`src/rtl/mxrstseq.sv`:
```
// Multi-channel reset sequencer: waits for synchronised PLL lock, stretches reset,
// then releases channels in ascending order. Define MXRSTSEQ_LOCKMON_EN for run-time lock-loss monitoring.
module mxrstseq #(
  parameter int                          N_CHAN      = 4,
  parameter int                          DLY_W       = 8,
  parameter logic [N_CHAN*DLY_W-1:0]     CHAN_DLY    = {8'd255, 8'd128, 8'd16, 8'd0},
  parameter int                          STRETCH_W   = 20,
  parameter logic [STRETCH_W-1:0]        STRETCH_CYC = 20'hFFFFF
) (
  input  logic              sys_clk,
  input  logic              sys_rst_n,
  input  logic              pll_locked,
  input  logic              trigger_reset,
  output logic [N_CHAN-1:0] chan_rst_n,
  output logic              sys_rst,
  output logic              ready,
  output logic              lock_lost
);

  localparam int IDX_W = (N_CHAN > 1) ? $clog2(N_CHAN) : 1;

  typedef enum logic [1:0] {WAIT_LOCK, STRETCH, SEQ, RUN} state_e;

  state_e                 state_q, state_d;
  logic [STRETCH_W-1:0]   cnt_q, cnt_d;
  logic [DLY_W-1:0]       dly_q, dly_d;
  logic [IDX_W-1:0]       idx_q, idx_d;
  logic [N_CHAN-1:0]      chanRstN_q, chanRstN_d;
  logic                   sysRst_q, sysRst_d;
  logic                   ready_q, ready_d;
  logic                   lockLost_q, lockLost_d;
  logic                   lockMeta_q, lockS_q;
  logic                   lockDrop;
  logic [DLY_W-1:0]       nextDly;

  always_comb begin
    state_d    = state_q;
    cnt_d      = cnt_q;
    dly_d      = dly_q;
    idx_d      = idx_q;
    chanRstN_d = chanRstN_q;
    sysRst_d   = sysRst_q;
    ready_d    = ready_q;
    lockLost_d = lockLost_q;
    lockDrop   = 1'b0;
    nextDly    = '0;

    for (int i = 0; i < N_CHAN; i++) begin
      if (i == int'(idx_q) + 1) nextDly = CHAN_DLY[i*DLY_W +: DLY_W];
    end

`ifdef MXRSTSEQ_LOCKMON_EN
    lockDrop = (state_q != WAIT_LOCK) && !lockS_q;
`endif

    // Trigger outranks lock loss so a simultaneous drop leaves the sticky flag clear
    if (trigger_reset) begin
      chanRstN_d = '0;
      sysRst_d   = 1'b1;
      ready_d    = 1'b0;
      lockLost_d = 1'b0;
      state_d    = WAIT_LOCK;
    end else if (lockDrop) begin
      chanRstN_d = '0;
      sysRst_d   = 1'b1;
      ready_d    = 1'b0;
      lockLost_d = 1'b1;
      state_d    = WAIT_LOCK;
    end else begin
      case (state_q)
        WAIT_LOCK: begin
          chanRstN_d = '0;
          if (lockS_q) begin
            cnt_d   = STRETCH_CYC;
            state_d = STRETCH;
          end
        end
        STRETCH: begin
          if (cnt_q == '0) begin
            idx_d   = '0;
            dly_d   = CHAN_DLY[DLY_W-1:0];
            state_d = SEQ;
          end else begin
            cnt_d = cnt_q - 1'b1;
          end
        end
        SEQ: begin
          if (dly_q == '0) begin
            for (int i = 0; i < N_CHAN; i++) begin
              if (i == int'(idx_q)) chanRstN_d[i] = 1'b1;
            end
            if (int'(idx_q) == N_CHAN - 1) begin
              ready_d  = 1'b1;
              sysRst_d = 1'b0;
              state_d  = RUN;
            end else begin
              idx_d = idx_q + 1'b1;
              dly_d = nextDly;
            end
          end else begin
            dly_d = dly_q - 1'b1;
          end
        end
        default: ;
      endcase
    end
  end

  always_ff @(posedge sys_clk or negedge sys_rst_n) begin
    if (!sys_rst_n) begin
      lockMeta_q <= 1'b0;
      lockS_q    <= 1'b0;
      state_q    <= WAIT_LOCK;
      cnt_q      <= '0;
      dly_q      <= '0;
      idx_q      <= '0;
      chanRstN_q <= '0;
      sysRst_q   <= 1'b1;
      ready_q    <= 1'b0;
      lockLost_q <= 1'b0;
    end else begin
      lockMeta_q <= pll_locked;
      lockS_q    <= lockMeta_q;
      state_q    <= state_d;
      cnt_q      <= cnt_d;
      dly_q      <= dly_d;
      idx_q      <= idx_d;
      chanRstN_q <= chanRstN_d;
      sysRst_q   <= sysRst_d;
      ready_q    <= ready_d;
      lockLost_q <= lockLost_d;
    end
  end

  assign chan_rst_n = chanRstN_q;
  assign sys_rst    = sysRst_q;
  assign ready      = ready_q;
  assign lock_lost  = lockLost_q;

endmodule

```
`config.mk`:
```
export PLATFORM = sky130hd
export DESIGN_NAME = mxrstseq
export DESIGN_NICKNAME = d
export VERILOG_FILES = /design/src/rtl/mxrstseq.sv
export SDC_FILE = /design/constraint.sdc
export NUM_CORES = 1
export LEC_CHECK = 0
export ABC_AREA = 1
export BUFFER_PORTS_ARGS = -buffer_cell sky130_fd_sc_hd__buf_2
export CORE_ASPECT_RATIO = 0.6
export CORE_MARGIN = 5
export CORE_UTILIZATION = 55
export DETAILED_ROUTE_END_ITERATION = 7
export GPL_ROUTABILITY_DRIVEN = 0
export GPL_TIMING_DRIVEN = 0
export PLACE_DENSITY = 0.72
export SYNTH_ARGS = -nofsm -noshare
export SYNTH_HDL_FRONTEND = slang
export SYNTH_SLANG_ARGS = --single-unit
```
`constraint.sdc`:
```
create_clock -name sys_clk -period 2.3 [get_ports sys_clk]
set_input_delay 0.345 -clock sys_clk [delete_from_list [all_inputs] [get_ports sys_clk]]
set_output_delay 0.345 -clock sys_clk [all_outputs]
set_load 0.005 [all_outputs]
```
==> results.cfg, run 1 <==
[critical_path]
critical_path.n_buffers_inverters = 3
category_of_the_worst_setup_path_launch_point = flip-flop
arrival_ps = 2040
critical_path.max_stage_delay_ps = 430
crit_slowest_cell = sky130_fd_sc_hd__dfrtp_1
cp_max_fo = 7
worst_path_top_cell_family_by_delay = simple AND/OR/NAND/NOR gates
required_ps = 2530
endpoint_kind = flip-flop
path_cells = inv_1 > ha_1 > inv_1 > nor2_1 > inv_1 > or2_2 > nand3_1 > nand2_1 > nand2_1
cp_common_cell = sky130_fd_sc_hd__inv_1
timing_worst_setup_path_type = flip-flop to flip-flop

[layout]
stdcell_count = 468
area_growth_syn_to_layout_pct = 9.45
net_count_final = 420
antenna-diode-count = 0
drive_gt1_frac = 0.111

[synth]
ys_types = 26
area_of_the_mapped_netlist_um2 = 2660
yosys.area.top_type = sky130_fd_sc_hd__dfrtp_1
yosysSeqAreaShare = 0.377
netlist_instances = 389
synth-seq-cells = 40
yosys_warnings = 0
yosys.area.top_type_share = 0.367
synth_net_count = 405
synthTopCellsByArea = sky130_fd_sc_hd__dfrtp_1 (37%), sky130_fd_sc_hd__nand2_1 (22%), sky130_fd_sc_hd__nand3_1 (7.5%), sky130_fd_sc_hd__inv_1 (6.5%), sky130_fd_sc_hd__ha_1 (5.6%)
avgSynthCellArea_um2 = 6.84

[sta]
finClkSkew_ps = 9.58
setup_viol = 0
relSlewSlack = 0.399
unrepaired_setup_endpoints_after_global_routing = no
timing.final.hold_violations = 0
max_clock_freq_ghz = 0.554
finalCritPeriodShare = 0.785
pins_over_slew_limit = 0
period_needed_ps = 1810
totalNegativeSetupSlack_ps = 0
max_slew.worst_pin.slew_ps = 901

[clock_network]
postCtsResizedCells = 0
cts_inserted_buffers = 5
cts_post_setup_buffers_inserted = 0
clkLatencyLatePin_ps = 300
cts.root.buffer_cell = sky130_fd_sc_hd__clkbuf_8
clock_input_transition_at_the_sequential_cells_of_the_worst_setup_and_hold_paths_ps = 70
tritoncts_num_sinks = 40
cts_tree = done
cts.hold.buffers_added = 0
h-tree-depth = 2
cts_buffer_depth = 2

[grt]
initial_antenna_violation_count = 0
grt_overflow_total = 0
grt_pass1_vias = 2033
track_usage = 0.193
grt_pass1_wl_um = 9850
largest_net_degree_at_the_start_of_global_routing = 41

[outcome]
run_status = completed

[placed_design]
place.detailed.hpwl_um = 4270
place.detailed.instances = 460
port-buffer-count = 8

[floorplanning]
start_util = 0.574
die_width_um = 99.8
core_area_um2 = 4640
ios = 11
die_height_um = 63.9
rows = 19
die-area_um2 = 6380

[drt]
detail_route.first_pass.iterations = 4
detailroute.via_count = 2352
drc = 0
drt-wirelength-per-cell_um = 12.2
ant_nets = 0
drt_iter0_drc = 174
drt-vias-per-instance = 5.03
drt_wl_total_um = 5710

[pwr]
p_per_area_nw_per_um2 = 1300
power.ir.vdd_worst_mv = 0.621
leakagePower_nw = 1.50
power.total_mw = 3.79

[flow_run]
cap_viol_max_count = 0

[worst_hold_path]
hold_path.class = primary input to flip-flop
-- cell usage after synthesis --
master and instances:
sky130_fd_sc_hd__nand3_2 1, sky130_fd_sc_hd__inv_2 1, sky130_fd_sc_hd__nand3b_1 2, sky130_fd_sc_hd__conb_1 1, sky130_fd_sc_hd__nor2_4 3, sky130_fd_sc_hd__nor2_2 7, sky130_fd_sc_hd__nand4_1 5, sky130_fd_sc_hd__dfstp_2 1
sky130_fd_sc_hd__nand3_4 1, sky130_fd_sc_hd__or2_1 1, sky130_fd_sc_hd__inv_1 46, sky130_fd_sc_hd__o21ai_0 12, sky130_fd_sc_hd__nand2_1 154, sky130_fd_sc_hd__nor3_1 1, sky130_fd_sc_hd__nand3_1 40, sky130_fd_sc_hd__nand2_4 4
sky130_fd_sc_hd__nand2_2 2, sky130_fd_sc_hd__nor2_1 31, sky130_fd_sc_hd__a21oi_1 11, sky130_fd_sc_hd__or2_2 5, sky130_fd_sc_hd__dfrtp_1 39, sky130_fd_sc_hd__ha_1 12, sky130_fd_sc_hd__buf_4 1, sky130_fd_sc_hd__buf_6 4
sky130_fd_sc_hd__buf_1 1, sky130_fd_sc_hd__clkbuf_1 3
-- cell type report --
class | count | area [µm²]
fillers | 445 | 1720
multi-input cells | 293 | 1420
repair buffers | 8 | 40.0
clock buffers | 6 | 72.6
inverters | 47 | 176
plain buffers | 9 | 67.6
flip-flops and latches | 40 | 1000
clock inverters | 2 | 60.1
well taps | 63 | 78.8
-- cells in the final DEF, fill, tap and decap left out --
cell type / n
sky130_fd_sc_hd__inv_2: 1
sky130_fd_sc_hd__bufinv_16: 2
sky130_fd_sc_hd__nand3_4: 1
sky130_fd_sc_hd__dfrtp_1: 39
sky130_fd_sc_hd__or2_2: 5
sky130_fd_sc_hd__nand3_2: 1
sky130_fd_sc_hd__conb_1: 1
sky130_fd_sc_hd__nor2_4: 3
sky130_fd_sc_hd__nand2_2: 2
sky130_fd_sc_hd__buf_1: 1
sky130_fd_sc_hd__dfstp_2: 1
sky130_fd_sc_hd__inv_1: 46
sky130_fd_sc_hd__a21oi_1: 11
sky130_fd_sc_hd__nand3_1: 40
sky130_fd_sc_hd__o21ai_0: 12
sky130_fd_sc_hd__clkbuf_1: 4
sky130_fd_sc_hd__buf_6: 4
sky130_fd_sc_hd__nand2_1: 154
sky130_fd_sc_hd__clkbuf_8: 5
sky130_fd_sc_hd__nand2_4: 4
sky130_fd_sc_hd__nor3_1: 1
sky130_fd_sc_hd__nand4_1: 5
sky130_fd_sc_hd__nor2_2: 7
sky130_fd_sc_hd__buf_4: 1
sky130_fd_sc_hd__or2_1: 1
sky130_fd_sc_hd__ha_1: 12
sky130_fd_sc_hd__nand3b_1: 2
sky130_fd_sc_hd__nor2_1: 31
sky130_fd_sc_hd__buf_2: 8
-- per-stage QoR --
step	setup WS [ps]	hold slack, ps	area, µm²	util
CTS	509	142	2910	0.628
global route	324	131	2910	0.628
detailed placement	529	341	2780	0.600
global placement	565	335	2780	0.600
floorplan	771	49.4	2660	-
finish	495	155	2910	0.628
-- routing by layer --
layer  track usage  part of all wire  up-vias
met1         0.316              0.56     1056
met4        0.0511             0.011        0
li1              -                 -     1229
met3        0.0402             0.060        8
met2         0.249              0.37       59
met5             0                 0        -
-- logic make-up (layout without fill, tap and decap cells) --
family / count (synthesis) / in the layout / share of synthesized area
DFF: 40 / 40 / 0.377
buffers and inverters: 56 / 72 / 0.0917
and+or+nand+nor: 257 / 257 / 0.431
adders and majority gates: 12 / 12 / 0.0564
AOI/OAI and AO/OA: 23 / 23 / 0.0433
other: 1 / 1 / 0.00141
-- worst paths after layout --
path,start,end,slack [ps],depth (start not counted)
setup reg to reg,cnt_q[0],cnt_q[6],490,9
min in group asynchronous,sys_rst_n,cnt_q[16],170,1
hold / removal,pll_locked,lockMeta_q,150,1
hold reg to reg,lockMeta_q,lockS_q,360,0
max in group asynchronous,sys_rst_n,chan_rst_n[3],1570,1
setup / recovery,cnt_q[0],cnt_q[6],490,9
-- registers in the layout (all words and copies together), names as in the netlist --
signal and flops:
dly_q 8, idx_q 2, chan_rst_n 4, state_q 2, sys_rst 1, cnt_q 20
ready 1, lockS_q 1, lockMeta_q 1
-- worst reg2reg max path: stages (launching register included) --
cell and delay [ps]:
sky130_fd_sc_hd__dfrtp_1 430, sky130_fd_sc_hd__inv_1 100, sky130_fd_sc_hd__ha_1 310, sky130_fd_sc_hd__inv_1 110
sky130_fd_sc_hd__nor2_1 260, sky130_fd_sc_hd__inv_1 90, sky130_fd_sc_hd__or2_2 280, sky130_fd_sc_hd__nand3_1 70
sky130_fd_sc_hd__nand2_1 60, sky130_fd_sc_hd__nand2_1 50
-- power by group --
group	internal (mW)	switching, mW	total, mW	leakage [nW]
clock network	0.434	0.254	0.688	0.0654
registers	0.972	0.277	1.25	0.497
logic	0.639	1.21	1.85	0.939
total	2.04	1.75	3.79	1.50
Note: power is estimated with default switching activity, not from simulation.
==> inputs of run 2 (changes only) <==
PLACE_DENSITY = 0.75   (was 0.72)
clock period = 1.6 ns   (was 2.3 ns; I/O delays follow)
==> results.cfg, run 2 (synthesis gave the netlist of run 1 again) <==
[floorplanning]
start_util = 0.574
die_height_um = 63.9
die_width_um = 99.8
die-area_um2 = 6380
ios = 11
rows = 19
core_area_um2 = 4640

[sta]
max_slew.worst_pin.slew_ps = 880
unrepaired_setup_endpoints_after_global_routing = yes
finalCritPeriodShare = 1.05
timing.final.hold_violations = 0
pins_over_slew_limit = 0
period_needed_ps = 1670
totalNegativeSetupSlack_ps = -337
finalHoldWorstSlack_ps = 45.0
worst_slack_ps = -73.3
relSlewSlack = 0.413
max_clock_freq_ghz = 0.598
setup_viol = 18
finClkSkew_ps = 6.77

[clock_network]
h-tree-depth = 2
clock_input_transition_at_the_sequential_cells_of_the_worst_setup_and_hold_paths_ps = 80
clkLatencyLatePin_ps = 290
tritoncts_num_sinks = 40
cts_tree = done
cts_inserted_buffers = 5
cts_buffer_depth = 2
cts.root.buffer_cell = sky130_fd_sc_hd__clkbuf_8

[pwr]
power_switching_mw = 3.08
clockPowerShare = 0.119
power_frac_seq = 0.289
leakagePower_nw = 1.65
p_comb_frac = 0.593
p_per_area_nw_per_um2 = 1930
power.ir.vdd_worst_mv = 1.05
cell_internal_pwr_mw = 3.31
power.total_mw = 6.40
swShare = 0.482

[layout]
most_frequent_standard_cell_in_the_layout_excluding_fill_and_tap_cells = sky130_fd_sc_hd__nand2_1
antenna-diode-count = 0
largest_register_ff_count = 20
drive_gt1_frac = 0.295
multiInputGateArea_um2 = 1610
regMostFlops = cnt_q
mostFrequentLayoutCells = sky130_fd_sc_hd__nand2_1 (131), sky130_fd_sc_hd__nand3_1 (39), sky130_fd_sc_hd__inv_1 (37), sky130_fd_sc_hd__dfrtp_1 (36), sky130_fd_sc_hd__buf_4 (27)
seqCellArea_um2 = 1010
net_count_final = 449
area_growth_syn_to_layout_pct = 24.6
layout.filler_cells = 350

[grt]
track_usage = 0.204
grt_pass1_wl_um = 10500
grt_pass1_vias = 2268
initial_antenna_violation_count = 0
grt_overflow_total = 0
largest_net_degree_at_the_start_of_global_routing = 41

[outcome]
run_status = complete, but fails checks
failed_checks = setup timing

[drt]
drt-vias-per-instance = 5.31
ant_nets = 0
drc = 0
detail_route.first_pass.iterations = 5
drt-wirelength-per-cell_um = 14.0
drt_wl_total_um = 6980
drt_iter0_drc = 236
detailroute.via_count = 2641

[critical_path]
category_of_the_worst_setup_path_launch_point = flip-flop
worst_path_top_cell_family_by_delay = simple AND/OR/NAND/NOR gates
path_cells = inv_1 > ha_2 > nor2_2 > inv_1 > nand3_4 > nor2_4 > nand2_1 > nand2_1
timing_worst_setup_path_type = flip-flop to flip-flop
arrival_ps = 1900
cp_max_fo = 7
critical_path.max_stage_delay_ps = 440
endpoint_kind = flip-flop
crit_slowest_cell = sky130_fd_sc_hd__dfrtp_1
critical_path.n_buffers_inverters = 2
required_ps = 1830
worst-r2r-setup-slack_ps = -70

[placed_design]
place.detailed.hpwl_um = 4300
port-buffer-count = 8
detailedPlace.worstSlack_ps = -184

[flow_run]
cap_viol_max_count = 0

[worst_hold_path]
hold_path.class = primary input to flip-flop
## run 2: cell types whose count changed in the layout (fill, tap and decap cells not counted), sizes merged
cell and delta:
nand2 +1, clkbuf +1, buf +29, bufinv -2
## run 2: path summary, 6_finish.rpt
path / depth (start not counted) / start / to
setup / recovery: 8 / state_q[1] / dly_q[0]
hold / removal: 1 / pll_locked / lockMeta_q
setup reg to reg: 8 / state_q[1] / dly_q[0]
hold reg to reg: 0 / lockMeta_q / lockS_q
max in group asynchronous: 1 / sys_rst_n / cnt_q[12]
min in group asynchronous: 1 / sys_rst_n / cnt_q[3]
## run 2: cell type report
class / instances / area share
inverter: 47 / 0.0555
multi-input combinational: 294 / 0.486
buffer: 8 / 0.0200
sequential: 40 / 0.303
clock buffer: 8 / 0.0302
tap: 63 / 0.0238
timing repair buffer: 37 / 0.0811
## run 2: layer usage
layer	GRT usage	share of wire
met1	0.321	0.50
met2	0.287	0.42
met3	0.0391	0.073
met4	0.0460	0.014
met5	0	0
## run 2: per-stage QoR
step                      instances   util  instance area [µm²]
after floorplan                 389      -                 2660
after detailed placement        460  0.600                 2780
after CTS                       475  0.639                 2960
after global routing            497  0.716                 3320
after global placement          460  0.600                 2780
final                           497  0.716                 3320
## run 2: repair_timing
| action | 4_1_cts | 5_1_grt |
|---|---|---|
| setup buffers | 8 | 19 |
| hold buffers | 0 | 0 |
| cloned | 0 | 3 |
| gates resized for setup | 14 | 66 |
| endpoints found under the setup margin | 33 | 38 |
| pin swaps | 7 | 24 |
## run 2: power by group through the flow
stage	logic, mW	registers [mW]	clock network, mW
after floorplan	2.10	1.71	0
after global placement	2.57	1.79	0
after detailed placement	2.66	1.80	0
after CTS	2.85	1.79	0.772
after global routing	4.19	1.90	0.821
final	3.79	1.85	0.759
==> inputs of run 3 (changes only) <==
BUFFER_PORTS_ARGS = default   (was -buffer_cell sky130_fd_sc_hd__buf_2)
DONT_BUFFER_PORTS = 1   (was default)
PLACE_DENSITY = 0.73   (was 0.75)
==> results.cfg, run 3 (synthesis gave the netlist of run 1 again) <==
[worst_hold_path]
min_to = ready
timing.hold.worst.start = trigger_reset
hold_path.class = primary input to flip-flop
timing.hold.worst_path_depth = 2

[flow_run]
cap_viol_max_count = 0

[critical_path]
reg2regPathDepth = 12
cp_max_fo = 5
crit_slowest_cell = sky130_fd_sc_hd__dfrtp_1
worst_path_top_cell_family_by_delay = simple AND/OR/NAND/NOR gates
reg2reg_from = cnt_q[1]
worst_r2r_endpoint = cnt_q[0]
worst-r2r-setup-slack_ps = -40
timing_worst_setup_path_type = flip-flop to flip-flop
arrival_ps = 1830
required_ps = 1790
category_of_the_worst_setup_path_launch_point = flip-flop
endpoint_kind = flip-flop
cp_common_cell = sky130_fd_sc_hd__nand2_4
critical_path.max_stage_delay_ps = 420
critical_path.n_buffers_inverters = 3
critical_path_depth = 12
path_cells = inv_2 > ha_4 > nand2_4 > nor2_4 > nand3_4 > nand2_4 > nand2_4 > nand2_4 > inv_6 > buf_6 > nand2_2 > nand2_2

[clock_network]
tritoncts_num_sinks = 40
cts_inserted_buffers = 5
cts.root.buffer_cell = sky130_fd_sc_hd__clkbuf_8
clock_input_transition_at_the_sequential_cells_of_the_worst_setup_and_hold_paths_ps = 80
cts_tree = done
h-tree-depth = 2
cts_buffer_depth = 2
clkLatencyLatePin_ps = 300

[layout]
area_growth_syn_to_layout_pct = 24.7
largest_register_ff_count = 20
regMostFlops = cnt_q
drive_gt1_frac = 0.286
antenna-diode-count = 0
net_count_final = 445
post-route-cell-area_um2 = 3320
most_frequent_standard_cell_in_the_layout_excluding_fill_and_tap_cells = sky130_fd_sc_hd__nand2_1
mostFrequentLayoutCells = sky130_fd_sc_hd__nand2_1 (126), sky130_fd_sc_hd__inv_1 (40), sky130_fd_sc_hd__nand3_1 (40), sky130_fd_sc_hd__dfrtp_1 (36)
finish.utilization = 0.716

[grt]
track_usage = 0.198
initial_antenna_violation_count = 0
largest_net_degree_at_the_start_of_global_routing = 41
grt_overflow_total = 0
grt_pass1_vias = 2097
grt_pass1_wl_um = 10100

[floorplanning]
rows = 19
ios = 11
die_height_um = 63.9
die-area_um2 = 6380
start_util = 0.574
die_width_um = 99.8
core_area_um2 = 4640

[drt]
drt-vias-per-instance = 5.33
detail_route.first_pass.iterations = 5
drt_wl_total_um = 7080
drt-wirelength-per-cell_um = 14.4
ant_nets = 0
detailroute.via_count = 2629
drt_iter0_drc = 169
drc = 0

[sta]
pins_over_slew_limit = 0
finClkSkew_ps = 8.01
worst_slack_ps = -39.2
timing.final.hold_violations = 0
finalCritPeriodShare = 1.02
finalHoldWorstSlack_ps = 344
totalNegativeSetupSlack_ps = -356
period_needed_ps = 1640
unrepaired_setup_endpoints_after_global_routing = yes
setup_viol = 20
max_clock_freq_ghz = 0.610

[outcome]
run_status = complete, but fails checks
failed_checks = setup timing

[pwr]
power.ir.vdd_worst_mv = 1.34
p_per_area_nw_per_um2 = 1980
leakagePower_nw = 1.64

[placed_design]
postPlaceCellArea_um2 = 2740
detailedPlace.worstSlack_ps = -139
port-buffer-count = 0
place.detailed.hpwl_um = 4140
[run 3: worst max-delay path by stage]
stage / start / endpoint / slack, ps
finish: cnt_q[1] / cnt_q[0] / -40
global route: cnt_q[6] / cnt_q[0] / -110
CTS: cnt_q[12] / dly_q[6] / -6
detailed placement: state_q[1] / dly_q[6] / -140
global placement: state_q[1] / cnt_q[3] / -140
floorplan: state_q[1] / cnt_q[4] / 70
[run 3: where the power goes]
part / total (mW) / internal, mW / switching, mW
clock network: 0.851 / 0.464 / 0.388
registers: 1.87 / 1.40 / 0.462
logic: 3.86 / 1.57 / 2.29
total: 6.58 / 3.44 / 3.14
[run 3: cell type report]
type | instances | area, µm²
Buffer | 8 | 70.1
Fill cell | 374 | 1320
Inverter | 47 | 184
Clock inverter | 2 | 35.0
Tap cell | 63 | 78.8
Timing Repair Buffer | 33 | 273
Sequential cell | 40 | 1010
Clock buffer | 6 | 72.6
Multi-Input combinational cell | 294 | 1600
[run 3: worst reg2reg max path, cell delays in order (launching register included)]
cell and delay, ps:
sky130_fd_sc_hd__dfrtp_1 420, sky130_fd_sc_hd__inv_2 120, sky130_fd_sc_hd__ha_4 150, sky130_fd_sc_hd__nand2_4 50, sky130_fd_sc_hd__nor2_4 120, sky130_fd_sc_hd__nand3_4 110, sky130_fd_sc_hd__nand2_4 110, sky130_fd_sc_hd__nand2_4 50
sky130_fd_sc_hd__nand2_4 90, sky130_fd_sc_hd__inv_6 60, sky130_fd_sc_hd__buf_6 140, sky130_fd_sc_hd__nand2_2 60, sky130_fd_sc_hd__nand2_2 50
[run 3: stage by stage]
step	std cells	total power, mW
after floorplan	389	3.82
after global placement	452	4.33
after CTS	469	5.46
after detailed placement	452	4.40
after global routing	493	7.07
final	493	6.58
[run 3: layer usage]
layer,track usage,routed length (µm),up-vias
li1,-,-,1285
met1,0.304,3450,1205
met2,0.276,2990,125
met3,0.0576,550,14
met4,0.0358,92,0
met5,0,0,-
[run 3: timing repair]
item | 4_1_cts | 5_1_grt
cloned | 0 | 3
hold buffers | 3 | 0
endpoints found under the setup margin | 33 | 37
gates resized for setup | 16 | 59
hold endpoints to repair | 41 | 0
pin swaps | 7 | 23
buffers inserted | 7 | 21
